File: config.mk
export PLATFORM = sky130hd
export DESIGN_NAME = rs_issue_scheduler_flat
export DESIGN_NICKNAME = d
export VERILOG_FILES = /design/src/rtl/rs_issue_if.sv /design/src/rtl/rs_issue_scheduler.sv /design/src/flat_wrapper.sv
export SDC_FILE = /design/constraint.sdc
export NUM_CORES = 1
export LEC_CHECK = 0
export ABC_CLOCK_PERIOD_IN_PS = 12900
export BUFFER_PORTS_ARGS = -buffer_cell sky130_fd_sc_hd__buf_2
export CAP_MARGIN = 20
export CELL_PAD_IN_SITES_DETAIL_PLACEMENT = 0
export CELL_PAD_IN_SITES_GLOBAL_PLACEMENT = 1
export CORE_MARGIN = 2
export CORE_UTILIZATION = 41
export DETAILED_ROUTE_END_ITERATION = 10
export MAX_ROUTING_LAYER = met4
export PLACE_DENSITY = 0.82
export SYNTH_ARGS = -nofsm -noshare
export SYNTH_HDL_FRONTEND = slang
export SYNTH_SLANG_ARGS = --single-unit
File: constraint.sdc
create_clock -name clk -period 12.9 [get_ports clk]
set_input_delay 0.645 -clock clk [delete_from_list [all_inputs] [get_ports clk]]
set_output_delay 0.645 -clock clk [all_outputs]
set_load 0.01 [all_outputs]
File: src/rtl/rs_issue_if.sv
// Handshake/bus bundle between the reservation-station wakeup logic and the issue scheduler.
// The master side presents per-entry readiness and tags; the slave side returns one issue slot per unit.
interface rs_issue_if #(
    parameter int SIZE  = 8,
    parameter int TAG_W = 4
);
    localparam int IDX_W = (SIZE > 1) ? $clog2(SIZE) : 1;

    typedef struct packed {
        logic             valid;
        logic [TAG_W-1:0] front_tag;
        logic [TAG_W-1:0] flush_tag;
    } flush_t;

    flush_t                        flush;
    logic [SIZE-1:0]               ready;
    logic [SIZE-1:0]               acu_operation;
    logic [SIZE-1:0][TAG_W-1:0]    entry_tag;
    logic [TAG_W-1:0]              rob_front_tag;
    logic                          alu_ready;
    logic                          cmp_ready;
    logic                          alu_issue_valid;
    logic                          cmp_issue_valid;
    logic [IDX_W-1:0]              alu_issue_idx;
    logic [IDX_W-1:0]              cmp_issue_idx;
    logic [TAG_W-1:0]              alu_issue_tag;
    logic [TAG_W-1:0]              cmp_issue_tag;

    modport master (
        output flush, ready, acu_operation, entry_tag, rob_front_tag, alu_ready, cmp_ready,
        input  alu_issue_valid, cmp_issue_valid, alu_issue_idx, cmp_issue_idx,
               alu_issue_tag, cmp_issue_tag
    );

    modport slave (
        input  flush, ready, acu_operation, entry_tag, rob_front_tag, alu_ready, cmp_ready,
        output alu_issue_valid, cmp_issue_valid, alu_issue_idx, cmp_issue_idx,
               alu_issue_tag, cmp_issue_tag
    );
endinterface

File: src/rtl/rs_issue_scheduler.sv
// Oldest-first issue scheduler: picks one ready entry per unit (ALU / CMP) by modular ROB age,
// holds it under backpressure and tracks issued-but-not-freed entries in an in-flight mask.
module rs_issue_scheduler #(
    parameter int SIZE  = 8,
    parameter int TAG_W = 4
) (
    input  logic      clk,
    input  logic      rst,
    rs_issue_if.slave bus
);
    localparam int IDX_W = (SIZE > 1) ? $clog2(SIZE) : 1;

    logic [SIZE-1:0]  r_in_flight;
    logic             r_alu_valid;
    logic             r_cmp_valid;
    logic [IDX_W-1:0] r_alu_idx;
    logic [IDX_W-1:0] r_cmp_idx;
    logic [TAG_W-1:0] r_alu_tag;
    logic [TAG_W-1:0] r_cmp_tag;

    logic             w_alu_fire;
    logic             w_cmp_fire;
    logic             w_alu_flushed;
    logic             w_cmp_flushed;
    logic [SIZE-1:0]  w_alu_elig;
    logic [SIZE-1:0]  w_cmp_elig;
    logic [SIZE-1:0]  w_flush_hit;
    logic [IDX_W:0]   w_alu_pick;
    logic [IDX_W:0]   w_cmp_pick;
    logic [SIZE-1:0]  w_in_flight_nxt;
    logic             w_alu_valid_nxt;
    logic             w_cmp_valid_nxt;
    logic [IDX_W-1:0] w_alu_idx_nxt;
    logic [IDX_W-1:0] w_cmp_idx_nxt;
    logic [TAG_W-1:0] w_alu_tag_nxt;
    logic [TAG_W-1:0] w_cmp_tag_nxt;

    // The window wraps when the flush tag has rolled past the front tag.
    function automatic logic in_window(input logic [TAG_W-1:0] t,
                                       input logic [TAG_W-1:0] f,
                                       input logic [TAG_W-1:0] ft);
        logic hit;
        if (f <= ft) begin
            hit = (t >= f) && (t < ft);
        end else begin
            hit = (t >= f) || (t < ft);
        end
        return hit;
    endfunction

    // Returns {found, index} of the smallest modular age; strict compare keeps the lowest index on ties.
    function automatic logic [IDX_W:0] pick_oldest(input logic [SIZE-1:0]            elig,
                                                    input logic [SIZE-1:0][TAG_W-1:0] tags,
                                                    input logic [TAG_W-1:0]           front);
        logic             found;
        logic [IDX_W-1:0] best;
        logic [TAG_W-1:0] best_age;
        logic [TAG_W-1:0] age;
        found    = 1'b0;
        best     = {IDX_W{1'b0}};
        best_age = {TAG_W{1'b0}};
        for (int i = 0; i < SIZE; i++) begin
            age = tags[i] - front;
            if (elig[i] && (!found || (age < best_age))) begin
                found    = 1'b1;
                best     = IDX_W'(i);
                best_age = age;
            end else begin
                found = found;
            end
        end
        return {found, best};
    endfunction

    assign w_alu_fire    = r_alu_valid & bus.alu_ready;
    assign w_cmp_fire    = r_cmp_valid & bus.cmp_ready;
    assign w_alu_flushed = bus.flush.valid & in_window(r_alu_tag, bus.flush.front_tag, bus.flush.flush_tag);
    assign w_cmp_flushed = bus.flush.valid & in_window(r_cmp_tag, bus.flush.front_tag, bus.flush.flush_tag);
    assign w_alu_pick    = pick_oldest(w_alu_elig, bus.entry_tag, bus.rob_front_tag);
    assign w_cmp_pick    = pick_oldest(w_cmp_elig, bus.entry_tag, bus.rob_front_tag);

    // Per-entry eligibility and flush-window membership.
    always_comb begin
        for (int i = 0; i < SIZE; i++) begin
            w_alu_elig[i]  = bus.ready[i] & ~bus.acu_operation[i] & ~r_in_flight[i]
                           & ~(r_alu_valid & (r_alu_idx == IDX_W'(i)));
            w_cmp_elig[i]  = bus.ready[i] &  bus.acu_operation[i] & ~r_in_flight[i]
                           & ~(r_cmp_valid & (r_cmp_idx == IDX_W'(i)));
            w_flush_hit[i] = bus.flush.valid
                           & in_window(bus.entry_tag[i], bus.flush.front_tag, bus.flush.flush_tag);
        end
    end

    // In-flight mask: freed entries and flushed tags clear, a surviving fire sets (set wins).
    always_comb begin
        w_in_flight_nxt = r_in_flight & bus.ready & ~w_flush_hit;
        if (w_alu_fire && !w_alu_flushed) begin
            w_in_flight_nxt[r_alu_idx] = 1'b1;
        end else begin
            w_in_flight_nxt = w_in_flight_nxt;
        end
        if (w_cmp_fire && !w_cmp_flushed) begin
            w_in_flight_nxt[r_cmp_idx] = 1'b1;
        end else begin
            w_in_flight_nxt = w_in_flight_nxt;
        end
    end

    // Issue slots: during a flush a flushed or consumed slot empties and nothing new is picked.
    always_comb begin
        w_alu_valid_nxt = r_alu_valid;
        w_alu_idx_nxt   = r_alu_idx;
        w_alu_tag_nxt   = r_alu_tag;
        w_cmp_valid_nxt = r_cmp_valid;
        w_cmp_idx_nxt   = r_cmp_idx;
        w_cmp_tag_nxt   = r_cmp_tag;
        if (bus.flush.valid) begin
            w_alu_valid_nxt = r_alu_valid & ~w_alu_flushed & ~w_alu_fire;
            w_cmp_valid_nxt = r_cmp_valid & ~w_cmp_flushed & ~w_cmp_fire;
        end else begin
            if (!r_alu_valid || w_alu_fire) begin
                w_alu_valid_nxt = w_alu_pick[IDX_W];
                w_alu_idx_nxt   = w_alu_pick[IDX_W-1:0];
                w_alu_tag_nxt   = bus.entry_tag[w_alu_pick[IDX_W-1:0]];
            end else begin
                w_alu_valid_nxt = r_alu_valid;
            end
            if (!r_cmp_valid || w_cmp_fire) begin
                w_cmp_valid_nxt = w_cmp_pick[IDX_W];
                w_cmp_idx_nxt   = w_cmp_pick[IDX_W-1:0];
                w_cmp_tag_nxt   = bus.entry_tag[w_cmp_pick[IDX_W-1:0]];
            end else begin
                w_cmp_valid_nxt = r_cmp_valid;
            end
        end
    end

    // State registers with synchronous reset.
    always_ff @(posedge clk) begin
        if (rst) begin
            r_in_flight <= {SIZE{1'b0}};
            r_alu_valid <= 1'b0;
            r_cmp_valid <= 1'b0;
            r_alu_idx   <= {IDX_W{1'b0}};
            r_cmp_idx   <= {IDX_W{1'b0}};
            r_alu_tag   <= {TAG_W{1'b0}};
            r_cmp_tag   <= {TAG_W{1'b0}};
        end else begin
            r_in_flight <= w_in_flight_nxt;
            r_alu_valid <= w_alu_valid_nxt;
            r_cmp_valid <= w_cmp_valid_nxt;
            r_alu_idx   <= w_alu_idx_nxt;
            r_cmp_idx   <= w_cmp_idx_nxt;
            r_alu_tag   <= w_alu_tag_nxt;
            r_cmp_tag   <= w_cmp_tag_nxt;
        end
    end

    assign bus.alu_issue_valid = r_alu_valid;
    assign bus.cmp_issue_valid = r_cmp_valid;
    assign bus.alu_issue_idx   = r_alu_idx;
    assign bus.cmp_issue_idx   = r_cmp_idx;
    assign bus.alu_issue_tag   = r_alu_tag;
    assign bus.cmp_issue_tag   = r_cmp_tag;
endmodule
File: src/flat_wrapper.sv
// flat-port wrapper written by rule: the top's interface ports become plain ports
module rs_issue_scheduler_flat 
#(
    parameter int SIZE  = 8,
    parameter int TAG_W = 4
)
  (clk, rst, bus_flush, bus_ready, bus_acu_operation, bus_entry_tag, bus_rob_front_tag, bus_alu_ready, bus_cmp_ready, bus_alu_issue_valid, bus_cmp_issue_valid, bus_alu_issue_idx, bus_cmp_issue_idx, bus_alu_issue_tag, bus_cmp_issue_tag);
  rs_issue_if #(.SIZE(SIZE), .TAG_W(TAG_W)) bus_i ();
  input  logic clk;
  input  logic rst;
  input wire logic [$bits(bus_i.flush)-1:0] bus_flush;
  input wire logic [$bits(bus_i.ready)-1:0] bus_ready;
  input wire logic [$bits(bus_i.acu_operation)-1:0] bus_acu_operation;
  input wire logic [$bits(bus_i.entry_tag)-1:0] bus_entry_tag;
  input wire logic [$bits(bus_i.rob_front_tag)-1:0] bus_rob_front_tag;
  input wire logic [$bits(bus_i.alu_ready)-1:0] bus_alu_ready;
  input wire logic [$bits(bus_i.cmp_ready)-1:0] bus_cmp_ready;
  output wire logic [$bits(bus_i.alu_issue_valid)-1:0] bus_alu_issue_valid;
  output wire logic [$bits(bus_i.cmp_issue_valid)-1:0] bus_cmp_issue_valid;
  output wire logic [$bits(bus_i.alu_issue_idx)-1:0] bus_alu_issue_idx;
  output wire logic [$bits(bus_i.cmp_issue_idx)-1:0] bus_cmp_issue_idx;
  output wire logic [$bits(bus_i.alu_issue_tag)-1:0] bus_alu_issue_tag;
  output wire logic [$bits(bus_i.cmp_issue_tag)-1:0] bus_cmp_issue_tag;
  assign bus_i.flush = bus_flush;
  assign bus_i.ready = bus_ready;
  assign bus_i.acu_operation = bus_acu_operation;
  assign bus_i.entry_tag = bus_entry_tag;
  assign bus_i.rob_front_tag = bus_rob_front_tag;
  assign bus_i.alu_ready = bus_alu_ready;
  assign bus_i.cmp_ready = bus_cmp_ready;
  assign bus_alu_issue_valid = bus_i.alu_issue_valid;
  assign bus_cmp_issue_valid = bus_i.cmp_issue_valid;
  assign bus_alu_issue_idx = bus_i.alu_issue_idx;
  assign bus_cmp_issue_idx = bus_i.cmp_issue_idx;
  assign bus_alu_issue_tag = bus_i.alu_issue_tag;
  assign bus_cmp_issue_tag = bus_i.cmp_issue_tag;
  rs_issue_scheduler #(.SIZE(SIZE), .TAG_W(TAG_W)) u_core (.clk(clk), .rst(rst), .bus(bus_i));
endmodule
Word level (Yosys, flattened, before mapping)
Cells that the tools add are included.
Widths: inputs -> output; s select.
{"block": "classes", "n_eq_ne": 14, "n_bitwise": 122, "muxes": 68, "n_reduce_logical": 78, "add_sub_neg": 8, "n_lt_le_gt_ge": 41}
{"op": "$lt 4x4->1", "n": 24}
{"op": "$and 1x1->1", "n": 80}
{"op": "$mux 4", "n": 16}
{"op": "$ge 4x4->1", "n": 10}
{"op": "$not 1->1", "n": 37}
{"op": "$mux 1", "n": 34}
{"op": "$sub 4x4->4", "n": 8}
{"op": "$logic_and 1x1->1", "n": 28}
{"op": "$logic_or 1x1->1", "n": 26}
{"op": "$bmux 4 s3", "n": 2}
{"op": "$eq 3x3->1 const B", "n": 8}
{"op": "$mux 3", "n": 8}
{"op": "$logic_not 1->1", "n": 18}
{"op": "$and 8x8->8", "n": 2}
{"op": "$lt 3x4->1 const B", "n": 4}
{"op": "$mux 8", "n": 2}
{"op": "$or 8x8->8", "n": 2}
{"op": "$eq 3x2->1 const B", "n": 4}
{"op": "$mux 2", "n": 4}
{"op": "$not 8->8", "n": 1}
{"op": "$demux 1 s3", "n": 2}
{"op": "$eq 3x1->1 const B", "n": 2}
{"op": "$ge 3x1->1 const B", "n": 2}
{"op": "$logic_not 3->1", "n": 2}
{"op": "other kinds (3)", "n": 5}
{"block": "totals", "in_bits": 65, "word_cells": 338, "reg_bits": 24, "output_inout_bits": 16}

Depth between registers and ports, before layout
{"block": "depth", "depth_word": 35, "ltp_mapped": 68}

Least setup slack after synthesis
Ideal clock, no wire load.
{"block": "synth_timing", "kind": "input-to-reg", "start": "input bus_rob_front_tag[1]", "end": "register u_core.r_cmp_tag[1], in the netlist u_core.bus.cmp_issue_tag[1]", "stages": 57, "arrival_time_ns": 12.300, "setup_slack_ns": 0.509, "setup_ns": 0.091, "required_ns": 12.809, "n_path_buf": 2, "path_cell_list": "inv_1 ha_1 a21o_1 a21oi_1 xnor2_1 nand2_1 ha_1 o311ai_0 o21ai_1 nor2b_1 a31oi_1 ha_1 a21o_1 a21o_1 a2111oi_4 mux2_2 ha_1 a211oi_1 [21 not listed] a21oi_1 nand2_1 nor3_1 o211ai_4 and2_0 clkbuf_1 a21o_1 ha_1 o21ai_0 nand2b_1 a21oi_1 a21oi_1 o22ai_1 a211oi_2 nand3_2 a221oi_1 o21ai_0 a311oi_1"}
{"block": "synth_via", "elab_chain_cells": 32, "word_cells_on_any_way": 57, "cone_classes": "add/sub (8); order compare (7); mux (22); reduce/logical (20)"}
{"element": "start: declaration", "line": "flat_wrapper.sv:15", "text": "input wire logic [$bits(bus_i.rob_front_tag)-1:0] bus_rob_front_tag;"}
{"element": "$sub 4x4->4", "line": "rs_issue_scheduler.sv:63", "text": "age = tags[i] - front;"}
{"element": "$mux 4", "line": "rs_issue_scheduler.sv:64", "text": "if (elig[i] && (!found || (age < best_age))) begin"}
{"element": "$lt 4x4->1", "line": "rs_issue_scheduler.sv:64"}
{"element": "$logic_or 1x1->1", "line": "rs_issue_scheduler.sv:64"}
{"element": "$logic_and 1x1->1", "line": "rs_issue_scheduler.sv:64"}
{"element": "$mux 4 / $mux 1 (equally long branches)", "line": "rs_issue_scheduler.sv:64"}
{"element": "$lt 4x4->1 / $logic_not 1->1 (equally long branches)", "line": "rs_issue_scheduler.sv:64"}
{"element": "$logic_or 1x1->1", "line": "rs_issue_scheduler.sv:64"}
{"element": "[16 not listed]"}
{"element": "$logic_and 1x1->1", "line": "rs_issue_scheduler.sv:64"}
{"element": "$mux 4 / $mux 1 (equally long branches)", "line": "rs_issue_scheduler.sv:64"}
{"element": "$lt 4x4->1 / $logic_not 1->1 (equally long branches)", "line": "rs_issue_scheduler.sv:64"}
{"element": "$logic_or 1x1->1", "line": "rs_issue_scheduler.sv:64"}
{"element": "$logic_and 1x1->1", "line": "rs_issue_scheduler.sv:64"}
{"element": "$mux 3 *", "line": "rs_issue_scheduler.sv:64"}
{"element": "$bmux 4 s3 *", "line": "rs_issue_scheduler.sv:131", "text": "w_cmp_tag_nxt = bus.entry_tag[w_cmp_pick[IDX_W-1:0]];"}
{"element": "$mux 4 (not written as such) *", "line": "rs_issue_scheduler.sv:131"}
{"element": "end signal: assignment", "line": "rs_issue_scheduler.sv:147", "text": "r_cmp_tag <= {TAG_W{1'b0}};"}
{"element": "end signal: assignment", "line": "rs_issue_scheduler.sv:155", "text": "r_cmp_tag <= w_cmp_tag_nxt;"}
{"element": "end: declaration", "line": "rs_issue_scheduler.sv:19", "text": "logic [TAG_W-1:0] r_cmp_tag;"}
Mark *: on every way between the ends. The rest lies on a longest branch, timed or not. The select of a mux whose other input is x is not followed.
A chain may end at the register's enable or synchronous reset.

Worst setup path in the final report
{"block": "layout_timing", "start": "input bus_rob_front_tag[1]", "end": "register u_core.r_alu_tag[0], in the netlist u_core.bus.alu_issue_tag[0]"}
{"block": "layout_via", "elab_chain_cells": 32, "word_cells_on_any_way": 57, "cone_classes": "add/sub (8); order compare (7); mux (22); reduce/logical (20)"}
{"element": "$sub 4x4->4", "line": "rs_issue_scheduler.sv:63"}
{"element": "$mux 4", "line": "rs_issue_scheduler.sv:64"}
{"element": "$lt 4x4->1", "line": "rs_issue_scheduler.sv:64"}
{"element": "$logic_or 1x1->1", "line": "rs_issue_scheduler.sv:64"}
{"element": "$logic_and 1x1->1", "line": "rs_issue_scheduler.sv:64"}
{"element": "$mux 4 / $mux 1 (equally long branches)", "line": "rs_issue_scheduler.sv:64"}
{"element": "$lt 4x4->1 / $logic_not 1->1 (equally long branches)", "line": "rs_issue_scheduler.sv:64"}
{"element": "$logic_or 1x1->1", "line": "rs_issue_scheduler.sv:64"}
{"element": "[16 not listed]"}
{"element": "$logic_and 1x1->1", "line": "rs_issue_scheduler.sv:64"}
{"element": "$mux 4 / $mux 1 (equally long branches)", "line": "rs_issue_scheduler.sv:64"}
{"element": "$lt 4x4->1 / $logic_not 1->1 (equally long branches)", "line": "rs_issue_scheduler.sv:64"}
{"element": "$logic_or 1x1->1", "line": "rs_issue_scheduler.sv:64"}
{"element": "$logic_and 1x1->1", "line": "rs_issue_scheduler.sv:64"}
{"element": "$mux 3 *", "line": "rs_issue_scheduler.sv:64"}
{"element": "$bmux 4 s3 *", "line": "rs_issue_scheduler.sv:124", "text": "w_alu_tag_nxt = bus.entry_tag[w_alu_pick[IDX_W-1:0]];"}
{"element": "$mux 4 (not written as such) *", "line": "rs_issue_scheduler.sv:124"}
{"element": "end signal: assignment", "line": "rs_issue_scheduler.sv:146", "text": "r_alu_tag <= {TAG_W{1'b0}};"}
{"element": "end signal: assignment", "line": "rs_issue_scheduler.sv:154", "text": "r_alu_tag <= w_alu_tag_nxt;"}
{"element": "end: declaration", "line": "rs_issue_scheduler.sv:18", "text": "logic [TAG_W-1:0] r_alu_tag;"}
Marks and branches as above.

==> results by group <==
Timing
  – Final Hold Vio Count: 0
  – Max_slew headroom: between 15 and 20%
  – Slew Limit Fails: 0
  – Setup violators final: 0
  – FMAX: about 0.081 GHz
  – Worst slew pin tran: ~1.3 ns
  – Setup Skew: 0.00702 ns
  – Setup ws final: about 0.5 ns
  – Period minus WS final: about 12 ns
  – TNS Setup: 0 ns
  – Period Utilization, post-route: between 90% and 100%

Synthesis
  – Post-synth EDFFs: 0
  – Ys flop type: dfxtp_1
  – Mapped Area: approximately 7100 um^2
  – Sequential share of the synthesized area: just under 7%
  – Gate Count Post-Synth: 911
  – Syn. warnings: 0
  – Synthesis-stage register bit count: 24
  – Netlist cell types: 97
  – Ys async rst share: 0%
  – Syn nets: between 1000 and 1500
  – Synth Area per Inst: about 7.8 um^2

Job
  – Max Cap Violations: 0

Setup path
  – CP required: ~13 ns
  – Setup CP Type: in -> reg
  – Worst path max stage delay: roughly 0.46 ns
  – Crit Reg-Reg Startpoint: u_core.r_in_flight[0]$_SDFF_PP0_
  – Worst Setup End Kind: flip-flop
  – Setup crit start: bus_rob_front_tag[1]
  – Top delay family on crit path: compound AO/OA/AOI/OAI gates
  – Worst EP arrival: between 10 and 15 ns
  – Crit-path slowest cell: or3b_2
  – CP startpoint kind: primary input
  – Worst path bufs/invs: 5
  – Max Fanout on Critical Path: 7

Placed design
  – Dpl ws: -0.176 ns
  – Gp weighted congestion: 0.965
  – Placed insts: 1250
  – Dpl hpwl: between 20 and 25 mm
  – Port Buffers: 80

Clocking
  – CTS H-tree lvls: 1
  – Clock buffer depth: 2
  – Clk Latency, worst-skew pair: 0.27 ns
  – Root Driver: clkbuf_16
  – CTS tree: yes
  – Hold_buf cts: 0
  – Clock sink total: 24
  – Reg clk slew, reported paths: approximately 0.070 ns
  – Num CTS Buffers: 3

Drt
  – Final wirelength: ~26 mm
  – DR pass1 iterations: 5
  – Vias: ~7700
  – Antenna viol nets, final: 0
  – Iteration-0 DRC Markers: between 500 and 600
  – Drt via density: around 6.1
  – DRC: 0
  – Drt wl/cell: just over 20 um

Worst hold path
  – Min-delay src: u_core.r_in_flight[7]$_SDFF_PP0_
  – Worst Hold Class: reg -> reg

GRT
  – Largest net degree at the start of global routing: 25
  – GR Overflow Total: 0
  – All-Layer GR Usage: between 20% and 30%
  – First-pass GRT wire length: 40.0 mm
  – Initial antenna violation count: 0
  – Vias in the first global route: ~7300

Power
  – LEAKAGE: slightly above 0.004 uW
  – Power Density: about 120 nW/um^2
  – Pwr Total: just under 1000 uW
  – Maximum resistive drop on vdd: around 0.000065 V

Status
  – Status: finished clean

Floorplan
  – Die ar.: ~18000 um^2
  – Starting Density: roughly 42%
  – # rows: 47
  – Die H: 135 um
  – I/O pin count: between 80 and 90
  – Core Footprint: about 17000 um^2
  – Horiz. Die Dim: between 100 and 150 um

Layout
  – Nets@finish: roughly 1300
  – N_diodes: 0
  – Final instance count without filler cells: roughly 1300
  – Commonest non-fill, non-tap cells in the layout: ha_1 (138), buf_2 (80), buf_4 (72)
  – Commonest non-fill, non-tap cell in the layout: ha_1
  – Share of layout cells above drive strength 1: 24.3%
  – Layout area overhead: 21.5%
-- registers in the layout, summed over array words and instances, names as in the netlist --
name	flops
u_core.r_in_flight	8
u_core.bus.alu_issue_tag	4
u_core.bus.cmp_issue_tag	4
u_core.bus.alu_issue_idx	3
u_core.bus.cmp_issue_idx	3
u_core.bus.alu_issue_valid	1
u_core.bus.cmp_issue_valid	1
-- per-stage QoR --
stage / area (um^2) / hold WS, ns / util (%)
after global routing: 8580 / 0.534 / 51.4
after floorplan: 7060 / 0.448 / -
after detailed placement: 8110 / 0.492 / 48.6
after global placement: 8110 / 0.492 / 48.6
after CTS: 8220 / 0.504 / 49.2
final: 8580 / 0.507 / 51.4
-- path summary, 6_finish.rpt --
path | endpoint | slack, ns | cells after the start
worst min register to register | u_core.r_in_flight[7]$_SDFF_PP0_ | 0.51 | 2
worst max register to register | u_core.bus.alu_issue_tag[0]$_SDFFE_PP0P_ | 0.86 | 59
worst min-delay path | u_core.r_in_flight[7]$_SDFF_PP0_ | 0.51 | 2
worst max-delay path | u_core.bus.alu_issue_tag[0]$_SDFFE_PP0P_ | 0.49 | 63
-- report_power, final --
part	switching, uW	internal, uW
combinational	448	353
sequential	11.3	85.5
clock	30.3	61.8
-- worst register-to-register path, delay by kind of cell, from the launching register on --
| family | cells | cell delay, ns |
|---|---|---|
| fa+ha+maj | 7 | 1.96 |
| simple gates | 14 | 2.58 |
| buf+inv | 1 | 0.16 |
| flops | 1 | 0.33 |
| mux | 3 | 1.07 |
| compound gates | 34 | 5.83 |
-- cells by family (layout without fill, tap and decap cells) --
| kind of cell | after synthesis | count (layout) | share of synthesized area [%] |
|---|---|---|---|
| AOI/OAI and AO/OA | 309 | 309 | 30.9 |
| DFF | 24 | 24 | 6.80 |
| buffers and inverters | 89 | 225 | 4.92 |
| adders and majority gates | 150 | 150 | 27.3 |
| xor gates and xnor gates | 24 | 24 | 2.98 |
| and+or+nand+nor | 280 | 280 | 21.7 |
| muxes | 35 | 35 | 5.37 |
-- metal layers --
| metal | vias to the layer above | wire [um] | GRT usage, % |
|---|---|---|---|
| met5 | - | 0 | - |
| met4 | 0 | 703 | 7.64 |
| met3 | 52 | 1970 | 2.24 |
| met1 | 3576 | 11900 | 40.1 |
| met2 | 333 | 11600 | 44.8 |
| li1 | 3717 | - | - |
-- Yosys cell counts (all sizes together) (17+ instances only) --
| library cell | count | area (um^2) |
|---|---|---|
| ha | 140 | 1750 |
| dfxtp | 24 | 480 |
| a21o | 41 | 308 |
| inv | 68 | 255 |
| nand2b | 31 | 194 |
| nand2 | 59 | 229 |
| nor2b | 17 | 106 |
| mux2 | 23 | 259 |
| o21ai | 56 | 280 |
| nand3 | 21 | 110 |
| a21oi | 74 | 382 |
| nor2 | 69 | 262 |
-- area by class of cell --
| class | count | area [um^2] |
|---|---|---|
| tap | 220 | 275 |
| fill | 1636 | 8120 |
| clock buffer | 3 | 75.1 |
| multi-input combinational | 798 | 6500 |
| inverter | 68 | 263 |
| sequential | 24 | 480 |
| timing repair buffer | 153 | 961 |
| clock inverter | 1 | 30.0 |
-- what timing repair did --
item	CTS	global route
hold endpoints to repair	0	0
setup endpoints to repair	0	14
buffers inserted	0	13
resized for setup	0	67
No activity file was read; power rests on OpenSTA's default activity.
